## src/rtl/cir_reg_w_ctrl.sv

```systemverilog
// Load/rotate sequencer for one PE's K_H x K_W circular weight register.
// Optional feature macro: CIR_W_CTRL_STALL_CNT_EN adds stall_cnt (RUN cycles without pe_ready).
module cir_reg_w_ctrl #(
  parameter int K_H   = 3,
  parameter int K_W   = 3,
  parameter int CNT_W = 16
) (
  input  logic             clk,
  input  logic             rst_n,
  input  logic             start,
  input  logic             abort,
  input  logic [CNT_W-1:0] num_out,
  input  logic             w_valid,
  input  logic [K_H*8-1:0] w_data,
  output logic             w_ready,
  input  logic             pe_ready,
  output logic             clear,
  output logic             load_en,
  output logic [K_H*8-1:0] in_data,
  output logic             shift,
  output logic             busy,
  output logic             done
`ifdef CIR_W_CTRL_STALL_CNT_EN
  ,
  output logic [31:0]      stall_cnt
`endif
);

  localparam int COL_W = (K_W > 1) ? $clog2(K_W) : 1;

  typedef enum logic [2:0] {
    S_IDLE,
    S_CLEAR,
    S_LOAD,
    S_RUN,
    S_DONE
  } state_e;

  state_e             state_q;
  logic               clear_q;
  logic               load_en_q;
  logic [K_H*8-1:0]   in_data_q;
  logic [CNT_W-1:0]   beat_cnt_q;
  logic [COL_W-1:0]   col_cnt_q;
  logic [CNT_W-1:0]   out_left_q;

  logic start_acc;
  logic w_hs;
  logic last_beat_loaded;

  assign start_acc        = (state_q == S_IDLE) && start && !abort;
  // w_ready is masked by abort so no beat is consumed in the cycle the job is torn down.
  assign w_ready          = (state_q == S_LOAD) && (beat_cnt_q < CNT_W'(K_W)) && !abort;
  assign w_hs             = w_valid && w_ready;
  assign last_beat_loaded = load_en_q && (beat_cnt_q == CNT_W'(K_W));

  assign shift   = (state_q == S_RUN) && pe_ready;
  assign busy    = (state_q != S_IDLE);
  assign done    = (state_q == S_DONE);
  assign clear   = clear_q;
  assign load_en = load_en_q;
  assign in_data = in_data_q;

  // NOTE: every register here updates with <= so all of them see the same pre-edge values.
  always_ff @(posedge clk or negedge rst_n) begin
    if (!rst_n) begin
      state_q    <= S_IDLE;
      clear_q    <= 1'b0;
      load_en_q  <= 1'b0;
      in_data_q  <= '0;
      beat_cnt_q <= '0;
      col_cnt_q  <= '0;
      out_left_q <= '0;
    end else begin
      clear_q   <= 1'b0;
      load_en_q <= 1'b0;
      if (abort && (state_q != S_IDLE)) begin
        state_q <= S_IDLE;
        clear_q <= 1'b1;
      end else begin
        case (state_q)
          S_IDLE: begin
            if (start_acc) begin
              state_q    <= S_CLEAR;
              clear_q    <= 1'b1;
              out_left_q <= num_out;
              beat_cnt_q <= '0;
              col_cnt_q  <= '0;
            end
          end
          S_CLEAR: begin
            state_q    <= S_LOAD;
            beat_cnt_q <= '0;
          end
          S_LOAD: begin
            if (w_hs) begin
              load_en_q  <= 1'b1;
              in_data_q  <= w_data;
              beat_cnt_q <= beat_cnt_q + CNT_W'(1);
            end
            // Leave only after the final load strobe has been presented to the register.
            if (last_beat_loaded) begin
              col_cnt_q <= '0;
              state_q   <= (out_left_q == '0) ? S_DONE : S_RUN;
            end
          end
          S_RUN: begin
            if (pe_ready) begin
              if (col_cnt_q == COL_W'(K_W - 1)) begin
                col_cnt_q  <= '0;
                out_left_q <= out_left_q - CNT_W'(1);
                if (out_left_q == CNT_W'(1)) state_q <= S_DONE;
              end else begin
                col_cnt_q <= col_cnt_q + COL_W'(1);
              end
            end
          end
          S_DONE:  state_q <= S_IDLE;
          default: state_q <= S_IDLE;
        endcase
      end
    end
  end

`ifdef CIR_W_CTRL_STALL_CNT_EN
  logic [31:0] stall_cnt_q;

  always_ff @(posedge clk or negedge rst_n) begin
    if (!rst_n) begin
      stall_cnt_q <= '0;
    end else if (start_acc) begin
      stall_cnt_q <= '0;
    end else if ((state_q == S_RUN) && !pe_ready && (stall_cnt_q != '1)) begin
      stall_cnt_q <= stall_cnt_q + 32'd1;
    end
  end

  assign stall_cnt = stall_cnt_q;
`endif

endmodule

```

## config.mk

```make
export PLATFORM = sky130hd
export DESIGN_NAME = cir_reg_w_ctrl
export DESIGN_NICKNAME = d
export VERILOG_FILES = /design/src/rtl/cir_reg_w_ctrl.sv
export SDC_FILE = /design/constraint.sdc
export NUM_CORES = 1
export LEC_CHECK = 0
export ABC_AREA = 0
export BUFFER_PORTS_ARGS = -buffer_cell sky130_fd_sc_hd__buf_2
export CAP_MARGIN = 20
export CORE_ASPECT_RATIO = 1.75
export CORE_MARGIN = 4
export CORE_UTILIZATION = 52
export CTS_CLUSTER_DIAMETER = 40
export DETAILED_ROUTE_END_ITERATION = 8
export PLACE_DENSITY = 0.79
export SLEW_MARGIN = 25
export SYNTH_ARGS = -nofsm -noshare
export SYNTH_HDL_FRONTEND = slang
export SYNTH_SLANG_ARGS = --single-unit
```

## constraint.sdc

```tcl
create_clock -name clk -period 2.75 [get_ports clk]
set_input_delay 0.825 -clock clk [delete_from_list [all_inputs] [get_ports clk]]
set_output_delay 0.825 -clock clk [all_outputs]
set_load 0.02 [all_outputs]
```

==> results.py, run 1 <==
metrics = {
    "placed_design": {
        "io_buffers": 75,
        "placed_cells": 406,
        "post_dp_cell_area_sq_um": 3376,
        "hpwl_um": 4636,
        "gp_congestion": 0.8529,
    },
    "timing": {
        "period_needed_ns": 2.472,
        "drv_slew": 0,
        "rsz0062_at_grt": "no",
        "setup_viol": 0,
        "relSlewSlack_pct": 48.85,
        "timing.final.crit_share_pct": 89.90,
        "tightest_slew_ns": 0.7673,
        "fmax_mhz": 404.5,
        "hold_viol_final": 0,
        "skew_ns": 0.006487,
        "tns_ns": 0,
    },
    "final_layout": {
        "fin_nets": 392,
        "final_cells": 421,
        "drive_gt1_share_pct": 37.75,
        "mostFrequentLayoutCells": "buf_2, dfrtp_1, mux2_2, nor2_1, nor2b_1",
        "diodes": 0,
        "final_area_sq_um": 3587,
        "area_growth_pct": 23.79,
        "layout_commonest_cell": "buf_2",
    },
    "power_and_ir_drop": {
        "fin_total_pwr_uw": 3677,
        "power_leakage_uw": 0.001695,
        "ir_worst_vdd_mv": 0.8058,
        "power_density_nw_per_um2": 1025,
    },
    "detailed_routing": {
        "drc": 0,
        "initialDrtViolationCount": 150,
        "wl_um": 6492,
        "route.vias.total": 2315,
        "routed_via_density": 5.499,
        "dr.pass1.iters": 4,
        "ant_nets": 0,
        "wl_per_cell_um": 15.42,
    },
    "synthesis": {
        "synthCells": 264,
        "avgSynthCellArea_sq_um": 10.98,
        "async_flop_share_pct": 100.0,
        "yosys_warnings": 0,
        "synth_area_sq_um": 2898,
        "ys_types": 42,
        "syn_nets": 313,
        "ys_seq_area_share_pct": 54.40,
        "synth_edf_count": 0,
        "synth_flop_cell": "dfrtp_1",
        "yosys_register_bits": 63,
    },
    "worst_setup_path": {
        "rr_startpoint": "out_left_q[5]$_DFFE_PN0P_",
        "path_cells": "nor4_1, nand4_1, nor2_1, buf_2",
        "r2r_slack_ns": 0.30,
        "required_ns": 1.93,
        "crit_type": "flip-flop to output port",
        "reg2regPathDepth": 5,
        "timing.rr.end": "out_left_q[15]$_DFFE_PN0P_",
        "critPathTopFamily": "simple AND/OR/NAND/NOR gates",
        "crit_buf_inv": 1,
        "worstSetupStartpoint": "beat_cnt_q[8]$_DFFE_PN0P_",
        "worst_path_max_delay_cell": "dfrtp_1",
        "crit_arrival_ns": 1.65,
        "path_max_fanout": 3,
        "cp-end-kind": "output port",
        "startpoint_type": "flip-flop",
        "cp_slowest_stage_delay_ns": 0.38,
        "crit_cells": 4,
        "endpoint": "w_ready",
    },
    "grt": {
        "grt_pass1_wl_um": 10700,
        "grtUsageTotal_pct": 20.01,
        "gr-total-overflow": 0,
        "use_met3_pct": 4.822,
        "first_global_vias": 2310,
        "grt_busiest_layer": "met2",
        "met2_usage_pct": 34.39,
        "gr-usage-met1_pct": 23.57,
        "antenna_found_initial": 0,
        "grt_max_degree": 64,
    },
    "cts": {
        "clkTransAtPathRegs_ns": 0.06,
        "cts_sinks": 63,
        "cts_tree": "built",
        "cts_buffer_depth": 2,
        "cts_max_level": 3,
        "cts_buffers": 9,
        "cts-root-buf": "clkbuf_8",
        "cts.hold.buffers_added": 0,
        "post_cts_buffers": 0,
        "cts_resized": 0,
        "clock_latency_ns": 0.33,
    },
    "die": {
        "fp.dieArea_sq_um": 6878,
        "core_area_sq_um": 5343,
        "initial_core_util_pct": 54.24,
        "row_count": 35,
        "ios": 76,
        "dieWidth_um": 64.43,
        "die_h_um": 106.8,
    },
    "min_path": {
        "hp-class": "flip-flop to flip-flop",
    },
    "run_status": {
        "status": "finished clean",
    },
    "job": {
        "cap_violations": 0,
    },
}
## sequential cells by signal, summed over array words and instances, names as in the netlist
signal      cells
in_data        24
beat_cnt_q     16
out_left_q     16
state_q         3
col_cnt_q       2
clear           1
load_en         1
## area by class of cell
cell class              instances  area, sq um
clock buffers                  11        141.4
inverters                       3        11.26
multi-input cells             184         1255
fillers                       448         1755
repair buffers                 82        440.4
well taps                      74        92.59
clock inverters                 4        70.07
flip-flops and latches         63         1577
## cells in the mapped netlist (2+ instances only)
| cell | instances | area share (%) |
|---|---|---|
| dfrtp_1 | 63 | 54 |
| mux2_2 | 28 | 11 |
| nor2_1 | 23 | 3.0 |
| nor2b_1 | 17 | 3.7 |
| a21oi_1 | 15 | 2.6 |
| o21ai_0 | 15 | 2.6 |
| nand2_1 | 13 | 1.7 |
| clkbuf_1 | 12 | 1.6 |
| nor3_1 | 8 | 1.4 |
| nor4_1 | 6 | 1.3 |
| o2bb2ai_1 | 6 | 1.8 |
| a22oi_1 | 4 | 1.0 |
| nand3_1 | 4 | 0.69 |
| a31oi_1 | 3 | 0.65 |
| and3_1 | 3 | 0.65 |
| ha_1 | 3 | 1.3 |
| inv_1 | 3 | 0.39 |
| nor3b_1 | 3 | 0.78 |
| o21a_1 | 3 | 0.78 |
| o22a_1 | 3 | 0.91 |
| or3_1 | 3 | 0.65 |
| nand2b_1 | 2 | 0.43 |
| nand4_1 | 2 | 0.43 |
| o32ai_1 | 2 | 0.60 |
| or2_2 | 2 | 0.43 |
| or4_4 | 2 | 0.78 |
## metrics by stage
| step | hold WS [ns] | setup slack (ns) | utilization [%] |
|---|---|---|---|
| after global routing | 0.5191 | 0.1555 | 67.14 |
| after CTS | 0.5085 | 0.2035 | 67.14 |
| after floorplan | 0.4647 | 0.2754 | - |
| after global placement | 0.4814 | 0.3619 | 63.19 |
| after detailed placement | 0.4898 | 0.3318 | 63.19 |
| final | 0.5047 | 0.2777 | 67.14 |
## layer usage
layer  vias to the layer above  share of wire, %  wire length, um
met3                        15               6.5              424
met1                      1109                39             2544
met2                        79                52             3379
met4                         0               2.2              144
met5                         -                 0                0
li1                       1112                 -                -
## power by group
group	internal (uW)	switching, uW	leakage (uW)
sequential	1250	262	0.000794
clock	527	332	0.000109
combinational	560	748	0.000792
## worst min path at each step
stage | from | to | slack, ns | cells after the start
after global placement | beat_cnt_q[8]$_DFFE_PN0P_ | beat_cnt_q[8]$_DFFE_PN0P_ | 0.48 | 1
after floorplan | beat_cnt_q[12]$_DFFE_PN0P_ | beat_cnt_q[12]$_DFFE_PN0P_ | 0.46 | 1
final | beat_cnt_q[2]$_DFFE_PN0P_ | beat_cnt_q[2]$_DFFE_PN0P_ | 0.50 | 1
after global routing | beat_cnt_q[6]$_DFFE_PN0P_ | beat_cnt_q[6]$_DFFE_PN0P_ | 0.52 | 1
after detailed placement | in_data[1]$_DFFE_PN0P_ | in_data[1]$_DFFE_PN0P_ | 0.49 | 1
after CTS | in_data[16]$_DFFE_PN0P_ | in_data[16]$_DFFE_PN0P_ | 0.51 | 1
## kinds of logic (layout without fill, tap and decap cells)
logic type                 Yosys count  after routing  share of synthesized area [%]
muxes                               29             29                          11.23
buffers and inverters               17            100                          2.504
AOI/OAI and AO/OA                   60             60                          13.56
and+or+nand+nor                     91             91                          16.71
xor gates and xnor gates             1              1                         0.3023
adders and majority gates            3              3                          1.295
DFF                                 63             63                          54.40
Note: power is estimated with default switching activity, not from simulation.
==> run 2, diff against run 1 <==
--- a/config.mk
+++ b/config.mk
@@ -10,10 +10,10 @@
 export CAP_MARGIN = 20
 export CORE_ASPECT_RATIO = 1.75
 export CORE_MARGIN = 4
-export CORE_UTILIZATION = 52
+export CORE_UTILIZATION = 32
 export CTS_CLUSTER_DIAMETER = 40
 export DETAILED_ROUTE_END_ITERATION = 8
-export PLACE_DENSITY = 0.79
+export PLACE_DENSITY_LB_ADDON = 0.1
 export SLEW_MARGIN = 25
 export SYNTH_ARGS = -nofsm -noshare
 export SYNTH_HDL_FRONTEND = slang
==> run 2 against run 1 <==
Register-to-register slack gained 0.02 ns. Largest cell class unchanged. Highest routed layer unchanged. Maximum frequency shrank 0.43%. Largest power group unchanged. Worst hold slack lost 0.021 ns.
==> results.py, run 2 (synthesis gave the netlist of run 1 again) <==
metrics = {
    "run_status": {
        "status": "finished clean",
    },
    "grt": {
        "use_met3_pct": 3.562,
        "gr-usage-met1_pct": 15.97,
        "grt_pass1_wl_um": 11500,
        "grtUsageTotal_pct": 13.92,
        "met2_usage_pct": 23.06,
        "grt_max_degree": 28,
        "first_global_vias": 2361,
        "grt_busiest_layer": "met2",
        "antenna_found_initial": 0,
        "gr-total-overflow": 0,
    },
    "timing": {
        "timing.final.crit_share_pct": 90.28,
        "rsz0062_at_grt": "no",
        "drv_slew": 0,
        "period_needed_ns": 2.483,
        "tns_ns": 0,
        "fmax_mhz": 402.8,
        "hold_viol_final": 0,
        "setup_viol": 0,
        "relSlewSlack_pct": 59.43,
        "skew_ns": 0.005200,
        "tightest_slew_ns": 0.6086,
    },
    "placed_design": {
        "hpwl_um": 5097,
        "gp_congestion": 0.7336,
        "post_dp_cell_area_sq_um": 3440,
        "io_buffers": 75,
    },
    "worst_setup_path": {
        "r2r_slack_ns": 0.32,
        "path_cells": "nor4_1, nand4_1, nor2_1, buf_2",
        "crit_type": "flip-flop to output port",
        "crit_buf_inv": 1,
        "worst_path_max_delay_cell": "dfrtp_1",
        "required_ns": 1.93,
        "startpoint_type": "flip-flop",
        "path_max_fanout": 3,
        "cp-end-kind": "output port",
        "cp_slowest_stage_delay_ns": 0.37,
        "crit_arrival_ns": 1.66,
        "critPathTopFamily": "simple AND/OR/NAND/NOR gates",
    },
    "detailed_routing": {
        "wl_um": 6925,
        "ant_nets": 0,
        "initialDrtViolationCount": 58,
        "drc": 0,
        "wl_per_cell_um": 14.83,
        "dr.pass1.iters": 4,
        "routed_via_density": 4.835,
        "route.vias.total": 2258,
    },
    "final_layout": {
        "final_area_sq_um": 3739,
        "multiInputGateArea_sq_um": 1255,
        "diodes": 0,
        "ff_latch_area_sq_um": 1577,
        "area_growth_pct": 29.02,
        "nFillCells": 889,
        "drive_gt1_share_pct": 38.29,
        "layout_commonest_cell": "buf_2",
        "fin_nets": 395,
        "largest_reg_flops": 24,
        "mostFrequentLayoutCells": "buf_2, dfrtp_1, mux2_2, nor2_1, nor2b_1",
    },
    "cts": {
        "cts_tree": "built",
        "cts_buffers": 9,
        "clkTransAtPathRegs_ns": 0.05,
        "clock_latency_ns": 0.32,
        "cts_buffer_depth": 2,
        "cts_sinks": 63,
        "cts_max_level": 3,
        "cts.hold.buffers_added": 0,
        "cts_resized": 0,
        "cts-root-buf": "clkbuf_16",
        "post_cts_buffers": 0,
    },
    "power_and_ir_drop": {
        "power.share.sequential_pct": 38.4,
        "power_density_nw_per_um2": 1052,
        "power_leakage_uw": 0.001743,
        "switchingPower_uw": 1375,
        "fin_total_pwr_uw": 3932,
        "p_clk_share_pct": 28.7,
        "ir_worst_vdd_mv": 0.5716,
        "swShare_pct": 34.98,
        "pwr-share-comb_pct": 32.8,
        "p_int_uw": 2557,
    },
    "die": {
        "dieWidth_um": 79.94,
        "row_count": 45,
        "core_area_sq_um": 8783,
        "die_h_um": 133.9,
        "fp.dieArea_sq_um": 10700,
        "ios": 76,
        "initial_core_util_pct": 32.99,
    },
    "min_path": {
        "hp-class": "input pin to asynchronous set/reset pin",
    },
    "job": {
        "cap_violations": 0,
    },
}
[run 2: cell count changes in the layout (fill, tap and decap cells not counted), sizes merged]
| cell | delta |
|---|---|
| buf | +3 |
| bufinv | -1 |
| clkbuf | +1 |
| clkinv | -1 |
| clkinvlp | +1 |
[run 2: worst paths after layout]
check | from | to | depth (start not counted)
min in group clk | beat_cnt_q[12]$_DFFE_PN0P_ | beat_cnt_q[12]$_DFFE_PN0P_ | 1
max in group asynchronous | rst_n | clear$_DFF_PN0_ | 2
min reg2reg | beat_cnt_q[12]$_DFFE_PN0P_ | beat_cnt_q[12]$_DFFE_PN0P_ | 1
max | beat_cnt_q[2]$_DFFE_PN0P_ | w_ready | 4
min | rst_n | out_left_q[2]$_DFFE_PN0P_ | 1
max reg2reg | out_left_q[5]$_DFFE_PN0P_ | out_left_q[15]$_DFFE_PN0P_ | 5
[run 2: stage by stage]
step	hold slack, ns	cells	worst slack (ns)	utilization [%]
after floorplan	0.4647	264	0.2754	-
after global placement	0.4831	452	0.3409	39.16
after detailed placement	0.4889	452	0.3157	39.16
after CTS	0.4962	467	0.1894	42.56
after global routing	0.5173	467	0.06126	42.56
final	0.4838	467	0.2672	42.56
[run 2: layer usage]
metal	vias up	routed length [um]
met1	1052	2807
li1	1121	-
met4	0	165
met2	72	3501
met5	-	0
met3	13	451
[run 2: layout make-up]
cell class	instances	share of cell area (%)
clock buffers	12	6.861
clock inverters	3	1.138
inverters	3	0.3012
multi-input cells	184	33.57
flip-flops and latches	63	42.17
well taps	117	3.916
repair buffers	85	12.05
[run 2: power groups by stage]
stage	clock network (uW)	logic [uW]	registers, uW
floorplan	0	701	1670
global placement	0	1310	1510
detailed placement	0	1310	1520
CTS	1170	1310	1520
global route	1210	1420	1560
finish	1130	1290	1510
==> run 3, diff against run 2 <==
--- a/config.mk
+++ b/config.mk
@@ -14,6 +14,7 @@
 export CTS_CLUSTER_DIAMETER = 40
 export DETAILED_ROUTE_END_ITERATION = 8
 export PLACE_DENSITY_LB_ADDON = 0.1
+export RECOVER_POWER = 25
 export SLEW_MARGIN = 25
 export SYNTH_ARGS = -nofsm -noshare
 export SYNTH_HDL_FRONTEND = slang
==> run 3 against run 2 <==
Critical path depth unchanged. Non-clock buffer count unchanged. Critical endpoint unchanged. Wire length about the same. Clock skew about the same. Die area unchanged. Register-to-register slack about the same.
==> results.py, run 3 (synthesis gave the netlist of run 1 again) <==
metrics = {
    "timing": {
        "tns_ns": 0,
        "rsz0062_at_grt": "no",
        "period_needed_ns": 2.480,
        "hold_viol_final": 0,
        "setup_viol": 0,
        "drv_slew": 0,
        "tightest_slew_ns": 1.317,
        "relSlewSlack_pct": 12.19,
        "skew_ns": 0.005227,
        "fmax_mhz": 403.2,
        "timing.final.crit_share_pct": 90.19,
    },
    "final_layout": {
        "final_cells": 467,
        "fin_nets": 395,
        "multiInputGateArea_sq_um": 1255,
        "mostFrequentLayoutCells": "buf_2, dfrtp_1, mux2_2, nor2_1, nor2b_1",
        "drive_gt1_share_pct": 37.71,
        "largest_reg_flops": 24,
        "area_growth_pct": 28.76,
        "ff_latch_area_sq_um": 1577,
        "utilization_pct": 42.48,
        "diodes": 0,
        "final_area_sq_um": 3731,
        "nFillCells": 893,
        "layout_commonest_cell": "buf_2",
    },
    "worst_setup_path": {
        "cp-end-kind": "output port",
        "path_max_fanout": 3,
        "cp_slowest_stage_delay_ns": 0.37,
        "path_cells": "nor4_1, nand4_1, nor2_1, buf_2",
        "r2r_slack_ns": 0.31,
        "crit_type": "flip-flop to output port",
        "endpoint": "w_ready",
        "crit_arrival_ns": 1.66,
        "reg2regPathDepth": 5,
        "startpoint_type": "flip-flop",
        "worstSetupStartpoint": "beat_cnt_q[2]$_DFFE_PN0P_",
        "timing.rr.end": "state_q[0]$_DFFE_PN0P_",
        "worst_path_max_delay_cell": "dfrtp_1",
        "required_ns": 1.93,
        "rr_startpoint": "out_left_q[5]$_DFFE_PN0P_",
    },
    "run_status": {
        "status": "finished clean",
    },
    "cts": {
        "cts.hold.buffers_added": 0,
        "cts_buffers": 9,
        "cts_tree": "built",
        "clkTransAtPathRegs_ns": 0.05,
        "cts_resized": 0,
        "cts_sinks": 63,
        "post_cts_buffers": 0,
        "cts-root-buf": "clkbuf_16",
        "clock_latency_ns": 0.32,
        "cts_buffer_depth": 2,
        "cts_max_level": 3,
    },
    "power_and_ir_drop": {
        "power_leakage_uw": 0.001736,
        "power.share.sequential_pct": 38.5,
        "switchingPower_uw": 1376,
        "pwr-share-comb_pct": 32.8,
        "p_clk_share_pct": 28.8,
        "ir_worst_vdd_mv": 0.5717,
        "power_density_nw_per_um2": 1054,
        "p_int_uw": 2555,
        "swShare_pct": 35.00,
    },
    "detailed_routing": {
        "drc": 0,
        "initialDrtViolationCount": 57,
        "wl_um": 6928,
        "dr.pass1.iters": 4,
        "ant_nets": 0,
        "routed_via_density": 4.831,
        "wl_per_cell_um": 14.84,
        "route.vias.total": 2256,
    },
    "die": {
        "ios": 76,
        "row_count": 45,
        "core_area_sq_um": 8783,
        "die_h_um": 133.9,
        "initial_core_util_pct": 32.99,
        "fp.dieArea_sq_um": 10700,
        "dieWidth_um": 79.94,
    },
    "grt": {
        "antenna_found_initial": 0,
        "grt_busiest_layer": "met2",
        "grt_pass1_wl_um": 11500,
        "grt_max_degree": 28,
        "met2_usage_pct": 23.06,
        "gr-total-overflow": 0,
        "use_met3_pct": 3.562,
        "gr-usage-met1_pct": 15.97,
        "first_global_vias": 2361,
        "grtUsageTotal_pct": 13.92,
    },
    "min_path": {
        "hold_depth": 1,
        "hp-class": "flip-flop to flip-flop",
    },
    "placed_design": {
        "post_dp_cell_area_sq_um": 3440,
        "io_buffers": 75,
        "gp_congestion": 0.7336,
        "placed_cells": 452,
        "hpwl_um": 5097,
    },
    "job": {
        "cap_violations": 0,
    },
}
==> run 3: final cells by class <==
class                   count  share of cell area [%]
flip-flops and latches     63                   42.25
clock buffers              12                   6.875
clock inverters             3                   1.140
inverters                   3                  0.3018
multi-input cells         184                   33.64
repair buffers             85                   11.87
well taps                 117                   3.924
==> run 3: through the flow <==
step	total power [uW]	hold slack (ns)	worst slack, ns
after floorplan	2370	0.4647	0.2754
after global placement	2821	0.4831	0.3409
after detailed placement	2835	0.4889	0.3157
after CTS	3996	0.4962	0.1894
after global routing	4187	0.5214	0.06126
final	3931	0.4965	0.2699
==> run 3: worst min path at each step <==
stage	to	from
6_report	beat_cnt_q[12]$_DFFE_PN0P_	beat_cnt_q[12]$_DFFE_PN0P_
5_1_grt	in_data[20]$_DFFE_PN0P_	in_data[20]$_DFFE_PN0P_
4_1_cts	out_left_q[2]$_DFFE_PN0P_	rst_n
3_5_place_dp	beat_cnt_q[9]$_DFFE_PN0P_	beat_cnt_q[9]$_DFFE_PN0P_
3_3_place_gp	beat_cnt_q[12]$_DFFE_PN0P_	beat_cnt_q[12]$_DFFE_PN0P_
2_1_floorplan	beat_cnt_q[12]$_DFFE_PN0P_	beat_cnt_q[12]$_DFFE_PN0P_
==> run 3: layer usage <==
layer | wire length [um] | up-vias | part of all wire, %
li1 | - | 1120 | -
met1 | 2819 | 1059 | 41
met2 | 3508 | 64 | 51
met3 | 435 | 13 | 6.3
met4 | 165 | 0 | 2.4
met5 | 0 | - | 0
==> run 3: power groups by stage <==
stage                     logic (uW)  registers [uW]  clock network [uW]
after floorplan                  701            1670                   0
after global placement          1310            1510                   0
after detailed placement        1310            1520                   0
after CTS                       1310            1520                1170
after global routing            1410            1560                1210
final                           1290            1510                1130
==> run 3: worst max-delay path, delay by kind of cell, from the launching register on <==
kind	cells	cell delay, ns
and+or+nand+nor	3	0.77
DFF	1	0.37
buffers and inverters	1	0.18
